<file path="src/rtl/odd_sort.sv">
// rtl/odd_sort.sv - in-place ascending signed bubble sort of N RAM words over a single-port RAM
// Optional macro ODD_SORT_EARLY_EXIT_EN: finish after the first pass that performs no swap.
module odd_sort #(
    parameter int DEPTH = 32,
    parameter int WIDTH = 8
) (
    input  logic                       i_clk,
    input  logic                       i_rst,
    input  logic                       i_start,
    input  logic [$clog2(DEPTH):0]     i_count,
    output logic                       o_rden,
    output logic                       o_wren,
    output logic [$clog2(DEPTH)-1:0]   o_addr,
    output logic signed [WIDTH-1:0]    o_wdata,
    input  logic signed [WIDTH-1:0]    i_rdata,
    output logic                       o_busy,
    output logic                       o_done,
    output logic [$clog2(DEPTH)-1:0]   o_pass_cnt
);

    localparam int AW = $clog2(DEPTH);
    localparam int CW = AW + 1;

    typedef enum logic [3:0] {
        S_IDLE,
        S_RD_A,
        S_LD_A,
        S_RD_B,
        S_LD_B,
        S_CMP,
        S_WR_A,
        S_WR_B,
        S_ADV,
        S_DONE
    } state_t;

    state_t                    r_state;
    state_t                    w_next;

    logic [CW-1:0]             r_n;
    logic [CW-1:0]             r_p;
    logic [CW-1:0]             r_j;
    logic signed [WIDTH-1:0]   r_a;
    logic signed [WIDTH-1:0]   r_b;

    logic                      w_accept;
    logic [CW-1:0]             w_n_cap;
    logic [CW-1:0]             w_lim;
    logic [CW-1:0]             w_j1;
    logic                      w_more;
    logic                      w_last_pass;
    logic                      w_end_sort;

    assign w_accept    = i_start && (r_state == S_IDLE || r_state == S_DONE);
    assign w_n_cap     = (i_count > CW'(DEPTH)) ? CW'(DEPTH) : i_count;
    // Extra top bit keeps n-1-p and j+1 exact when n equals DEPTH.
    assign w_lim       = r_n - CW'(1) - r_p;
    assign w_j1        = r_j + CW'(1);
    assign w_more      = w_j1 < w_lim;
    assign w_last_pass = (r_p + CW'(1)) == (r_n - CW'(1));

`ifdef ODD_SORT_EARLY_EXIT_EN
    logic                      r_swap;

    assign w_end_sort  = w_last_pass || !r_swap;

    always_ff @(posedge i_clk) begin
        if (i_rst) begin
            r_swap <= 1'b0;
        end else if (r_state == S_RD_A) begin
            r_swap <= 1'b0;
        end else if (r_state == S_WR_A) begin
            r_swap <= 1'b1;
        end
    end
`else
    assign w_end_sort  = w_last_pass;
`endif

    always_ff @(posedge i_clk) begin
        if (i_rst) begin
            r_state <= S_IDLE;
        end else begin
            r_state <= w_next;
        end
    end

    always_ff @(posedge i_clk) begin
        if (i_rst) begin
            r_n <= '0;
            r_p <= '0;
            r_j <= '0;
            r_a <= '0;
            r_b <= '0;
        end else begin
            case (r_state)
                S_IDLE, S_DONE: begin
                    if (w_accept) begin
                        r_n <= w_n_cap;
                        r_p <= '0;
                        r_j <= '0;
                    end
                end
                S_LD_A: r_a <= i_rdata;
                S_LD_B: r_b <= i_rdata;
                S_CMP: begin
                    // No swap: the larger (or equal) right value carries forward.
                    if (!(r_a > r_b)) begin
                        r_a <= r_b;
                    end
                end
                S_ADV: begin
                    if (w_more) begin
                        r_j <= w_j1;
                    end else begin
                        r_p <= r_p + CW'(1);
                        r_j <= '0;
                    end
                end
                default: ;
            endcase
        end
    end

    always_comb begin
        w_next = r_state;
        case (r_state)
            S_IDLE, S_DONE: begin
                if (w_accept) begin
                    w_next = (w_n_cap < CW'(2)) ? S_DONE : S_RD_A;
                end
            end
            S_RD_A: w_next = S_LD_A;
            S_LD_A: w_next = S_RD_B;
            S_RD_B: w_next = S_LD_B;
            S_LD_B: w_next = S_CMP;
            S_CMP:  w_next = (r_a > r_b) ? S_WR_A : S_ADV;
            S_WR_A: w_next = S_WR_B;
            S_WR_B: w_next = S_ADV;
            S_ADV: begin
                if (w_more) begin
                    w_next = S_RD_B;
                end else if (w_end_sort) begin
                    w_next = S_DONE;
                end else begin
                    w_next = S_RD_A;
                end
            end
            default: w_next = S_IDLE;
        endcase
    end

    always_comb begin
        o_rden  = 1'b0;
        o_wren  = 1'b0;
        o_addr  = '0;
        o_wdata = '0;
        case (r_state)
            S_RD_A: o_rden = 1'b1;
            S_RD_B: begin
                o_rden = 1'b1;
                o_addr = w_j1[AW-1:0];
            end
            S_WR_A: begin
                o_wren  = 1'b1;
                o_addr  = r_j[AW-1:0];
                o_wdata = r_b;
            end
            S_WR_B: begin
                o_wren  = 1'b1;
                o_addr  = w_j1[AW-1:0];
                o_wdata = r_a;
            end
            default: ;
        endcase
    end

    assign o_busy     = (r_state != S_IDLE) && (r_state != S_DONE);
    assign o_done     = (r_state == S_DONE);
    assign o_pass_cnt = r_p[AW-1:0];

endmodule

</file>
<file path="config.mk">
export PLATFORM = sky130hd
export DESIGN_NAME = odd_sort
export DESIGN_NICKNAME = d
export VERILOG_FILES = /design/src/rtl/odd_sort.sv
export SDC_FILE = /design/constraint.sdc
export NUM_CORES = 1
export LEC_CHECK = 0
export CAP_MARGIN = 40
export CORE_MARGIN = 1
export CORE_UTILIZATION = 30
export DETAILED_ROUTE_END_ITERATION = 10
export SLEW_MARGIN = 10
export SYNTH_ARGS = -nofsm -noshare
export SYNTH_HDL_FRONTEND = slang
export SYNTH_SLANG_ARGS = --single-unit
export TNS_END_PERCENT = 20
</file>
<file path="constraint.sdc">
create_clock -name i_clk -period 6.8 [get_ports i_clk]
set_clock_uncertainty 0.05 [all_clocks]
set_input_delay 1.36 -clock i_clk [delete_from_list [all_inputs] [get_ports i_clk]]
set_output_delay 1.36 -clock i_clk [all_outputs]
set_load 0.02 [all_outputs]
</file>
; ---- Yosys cells after proc, flatten, opt, wreduce, memory -nomap -nowiden
; Index checks and enable logic that the tools add are counted.
[classes]
addsub = 4
n_mul = 0
div_mod_pow = 0
order_cmp = 4
eq_ne = 14
n_shift = 0
muxes = 18
n_bitwise = 0
reduce_logical = 15
[ops]
columns = op, count
row1 = one-hot mux 4 bit (9 select lines), 1
row2 = one-hot mux 8 bit (2 select lines), 2
row3 = two-way mux 6 bit, 4
row4 = one-hot mux 6 bit (2 select lines), 2
row5 = two-way mux 4 bit, 5
row6 = equality test 4 x 3 -> 1 bit (second input constant), 4
row7 = adder 6 x 1 -> 6 bit (second input constant), 2
row8 = one-hot mux 5 bit (2 select lines), 1
row9 = equality test 4 x 2 -> 1 bit (second input constant), 2
row10 = equality test 4 bit (second input constant), 2
row11 = greater-than comparator 8 bit, 1
row12 = two-way mux 8 bit, 1
row13 = OR reduction 2 bit, 4
row14 = equality test 6 bit, 1
row15 = greater-than comparator 6 bit (second input constant), 1
row16 = less-than comparator 6 x 2 -> 1 bit (second input constant), 1
row17 = less-than comparator 6 bit, 1
row18 = != test 2 bit (second input constant), 3
row19 = AND reduction 2 bit, 3
row20 = subtractor 6 x 1 -> 6 bit (second input constant), 1
row21 = subtractor 6 bit, 1
row22 = equality test 4 x 1 -> 1 bit (second input constant), 1
row23 = logical NOT 4 bit, 1
row24 = != test 4 bit (second input constant), 1
row25 = 6 further kinds, 9
[word_totals]
register_bits = 38
latch_bits = 0
mem_bits_rw = 0
mem_bits_ro = 0
output_inout_bits = 22
mem_count = 0

; ---- Logic depth before layout (Yosys ltp)
[logic_depth]
depth_word = 6
depth_mapped = 16
depth_no_buf = 16

; ---- Worst setup path after synthesis
; OpenSTA, ideal clock, no wires.
[synth_path]
path_kind = reg-to-reg
from = register r_n[0]
to = register r_state[3]
arrival_time_ps = 3049
t_required_ps = 6623
setup_slack_ps = 3574
path_stages_with_launch = 17
n_path_buf = 0
synth_period_minus_slack_ps = 3226
path_cell_list = dfxtp_1 inv_1 ha_1 inv_1 ha_1 nor2b_1 o21ai_1 nand2b_1 a21o_1 a21oi_1 xnor2_1 ha_1 a21o_1 a211o_1 o211ai_1 a2111oi_1 or3_1
[synth_between]
elab_chain_cells = 5
elab_cells_between_ends = 7
classes_between = 2 x add/sub / 1 x order compare / 1 x eq/ne / 3 x mux
[synth_lines]
columns = element, line
row1 = "start, declared", 40  ; logic [CW-1:0] r_n;
row2 = "start signal, assigned", 99  ; r_n <= w_n_cap;
row3 = subtractor 6 x 1 -> 6 bit (*), "57, 60"
row4 = subtractor 6 bit or equality test 6 bit (tied branches), "57, 60"
row5 = less-than comparator 6 bit or two-way mux 4 bit (tied branches), "59, 143"
row6 = two-way mux 4 bit (*), 141  ; if (w_more) begin
row7 = one-hot mux 4 bit (9 select lines) (*), 127  ; case (r_state)
row8 = "end signal, assigned", 84  ; r_state <= w_next;
row9 = "end, declared", 37  ; state_t r_state;
; Mark *: on every way between the ends. The rest lies on a longest branch, timed or not.
; A chain may end at the register's enable or synchronous reset.

; ---- Final worst setup path
[layout_path]
from = register r_j[0]
to = output port o_addr[4]
[layout_between]
elab_chain_cells = 2
[layout_lines]
columns = element, line
row1 = "start, declared", 42  ; logic [CW-1:0] r_j;
row2 = "start signal, assigned", 114  ; r_j <= w_j1;
row3 = adder 6 x 1 -> 6 bit, 58  ; assign w_j1 = r_j + CW'(1);
row4 = one-hot mux 5 bit (2 select lines), 158  ; case (r_state)
row5 = "end, declared", 13  ; output logic [$clog2(DEPTH)-1:0] o_addr,
; Every way passes these cells.

==> flow_summary.toml <==
[route]
wire_per_inst_um = 13.99
avgViaCountPerCell = 5.190
vias = 2543
ant_nets = 0
drt_iter0_markers = 86
finalWirelength_um = 6853
drtPass1Iterations = 6
drcViolationCount = 0

[die]
core_area_um2 = 8848
dieArea_um2 = 9656
die_w_um = 98.27
start_util = 0.3142
die_h_um = 98.27
pin_count = 39
rows = 34

[logic_synthesis]
syn_area_per_cell_um2 = 7.943
ys_ff_latch = 38
synth-edff-count = 0
syn_area_um2 = 2780
async_flop_share = 0
synthesis.nets = 389
synth_cells = 350
yosysWarnings = 0
seq_area_frac_synth = 0.2736
synth.distinct_cells = 52
synth_flop_cell = "dfxtp_1"

[timing]
worst_pin_slew_ns = 0.7396
min_period_ns = 3.624
slew_headroom = 0.5051
max_freq_mhz = 275.9
setup_slack_ns = 3.176
finalSetupTns_ns = 0
hold_viol = 0
fin_crit_sh = 0.5330
hold_slack_ns = 0.4407
setup_viol = 0
maxSlewViolCount = 0
rsz0062_at_grt = "no"

[worst_setup_path]
crit_path_max_incr_delay_ns = 0.61
cpMaxStageDelayCell = "clkdlybuf4s50_1"
cp.arrival_ns = 2.21
crit_fanout = 6
cp_data_required_time_ns = 5.39
cp-end-kind = "primary output"
startpoint_type = "register"
crit_type = "reg -> out"
cp_cell_sequence = "ha_1, nand3_1, xnor2_1, a21oi_1, nor2_1, clkdlybuf4s50_1"

[grt]
grt_pass1_wl_um = 11920
grt_start_max_net_pins = 38
gr-total-overflow = 0
antenna_found_initial = 0
grt_pass1_vias = 2554
grt_usage = 0.1514

[layout]
area_growth_pct = 20.97
diodes = 0
instances_no_fill = 490
nets = 421
drive_gt1_frac = 0.05759

[outcome]
status = "finished, final reports clean"

[clock_tree]
clk_pin_slew_ns = 0.08
insertion_delay_ns = 0.29
cts_buffers = 5
clkSinkCount = 38
cts.path.max_buffers = 2
cts_setup_buffers = 0
cts_resized = 0
cts_tree = "built"
cts_root_buf = "clkbuf_8"
htreeDepth = 2
hold_buffers = 0

[power_and_ir_drop]
p_leak_nw = 1.265
irDropWorstVdd_mv = 0.1204
power_density_nw_per_um2 = 219.9
power_uw = 739.5

[placement]
io_buffers = 38
dpl.hpwl_um = 5092
dp.cells = 483
gp_congestion = 0.8512
post-place-ws_ns = 3.279

[flow_run]
drv_cap = 0

[min_path]
hold_class = "reg -> reg"
==> power breakdown <==
part           switching, mW  total, mW  internal [mW]
clock network         0.0828      0.200          0.117
logic                  0.162      0.280          0.118
registers             0.0225      0.259          0.237
total                  0.267      0.740          0.472
==> worst max-delay path, delay by kind of cell (launching register included) <==
kind | cells | cell delay (ns)
XOR/XNOR | 1 | 0.30
AO/OA/AOI/OAI | 1 | 0.12
flip-flops | 1 | 0.43
buffers and inverters | 1 | 0.61
AND/OR/NAND/NOR | 2 | 0.21
adder cells (fa/ha/maj) | 1 | 0.25
==> per-stage QoR <==
step / utilization / instance area, µm²
after global routing: 0.3801 / 3363
after CTS: 0.3801 / 3363
after floorplan: - / 2780
final: 0.3801 / 3363
after global placement: 0.3637 / 3218
after detailed placement: 0.3674 / 3251
==> registers in the layout (all words and copies together) (netlist names) <==
name     flops
r_p          6
r_j          6
r_n          6
r_state      4
r_b          8
r_a          8
==> routing by layer <==
layer | share of wire | vias to the layer above | track usage | routed length, µm
li1 | - | 1301 | - | -
met1 | 0.47 | 1184 | 0.1964 | 3208
met2 | 0.48 | 49 | 0.2568 | 3321
met3 | 0.036 | 9 | 0.02792 | 244
met4 | 0.012 | 0 | 0.04248 | 79
met5 | 0 | - | 0 | 0
==> layout by cell type (no fill, tap or decap), types with 12 or more instances in the layout <==
cell type / n
ha_1: 21
mux2i_1: 12
inv_1: 18
clkdlybuf4s50_1: 38
xnor2_1: 12
nor2b_1: 13
nor2_1: 35
a21oi_1: 36
nand2_1: 26
dfxtp_1: 38
==> final timing paths <==
kind	depth (start not counted)	start	slack, ns	to
setup / recovery	6	r_j[0]$_SDFFE_PP0P_	3.18	o_addr[4]
hold / removal	2	r_b[3]$_SDFFE_PP0P_	0.44	r_b[3]$_SDFFE_PP0P_
setup reg to reg	14	r_n[0]$_SDFFE_PP0P_	3.23	r_state[3]$_SDFFE_PP0P_
hold reg to reg	2	r_b[3]$_SDFFE_PP0P_	0.44	r_b[3]$_SDFFE_PP0P_
==> synth_stat cells (all sizes together) (3+ instances only) <==
cell type | n | area share
a211oi | 3 | 0.0099
a21o | 6 | 0.016
a21oi | 36 | 0.065
a22o | 4 | 0.013
a22oi | 4 | 0.011
a32oi | 8 | 0.025
and3 | 6 | 0.014
buf | 7 | 0.019
clkbuf | 12 | 0.016
dfxtp | 38 | 0.27
ha | 21 | 0.095
inv | 21 | 0.028
mux2i | 12 | 0.043
nand2 | 26 | 0.035
nand2b | 7 | 0.016
nand3 | 9 | 0.016
nor2 | 35 | 0.047
nor2b | 13 | 0.029
nor3 | 7 | 0.013
nor3b | 6 | 0.018
o211ai | 5 | 0.014
o21ai | 14 | 0.025
or2 | 3 | 0.0068
or3 | 5 | 0.011
or4 | 3 | 0.0081
xnor2 | 13 | 0.044
xor2 | 6 | 0.022
==> area by class of cell <==
cell class / count / area [µm²]
clock buffers: 6 / 82.58
repair buffers: 44 / 427.9
fillers: 929 / 5485
clock inverters: 1 / 30.03
well taps: 108 / 135.1
multi-input cells: 272 / 1848
inverters: 21 / 78.83
flip-flops and latches: 38 / 760.7
==> cell families (layout without fill, tap and decap cells) <==
group                      Yosys count  in the layout  share of synthesized area
AOI/OAI and AO/OA                   91             91                     0.2120
and+or+nand+nor                    127            127                     0.2322
xor gates and xnor gates            20             20                    0.07336
DFF                                 38             38                     0.2736
muxes                               12             12                    0.04321
adders and majority gates           22             22                     0.1017
buffers and inverters               40             72                    0.06390
Power figures use the tool's default switching activity.
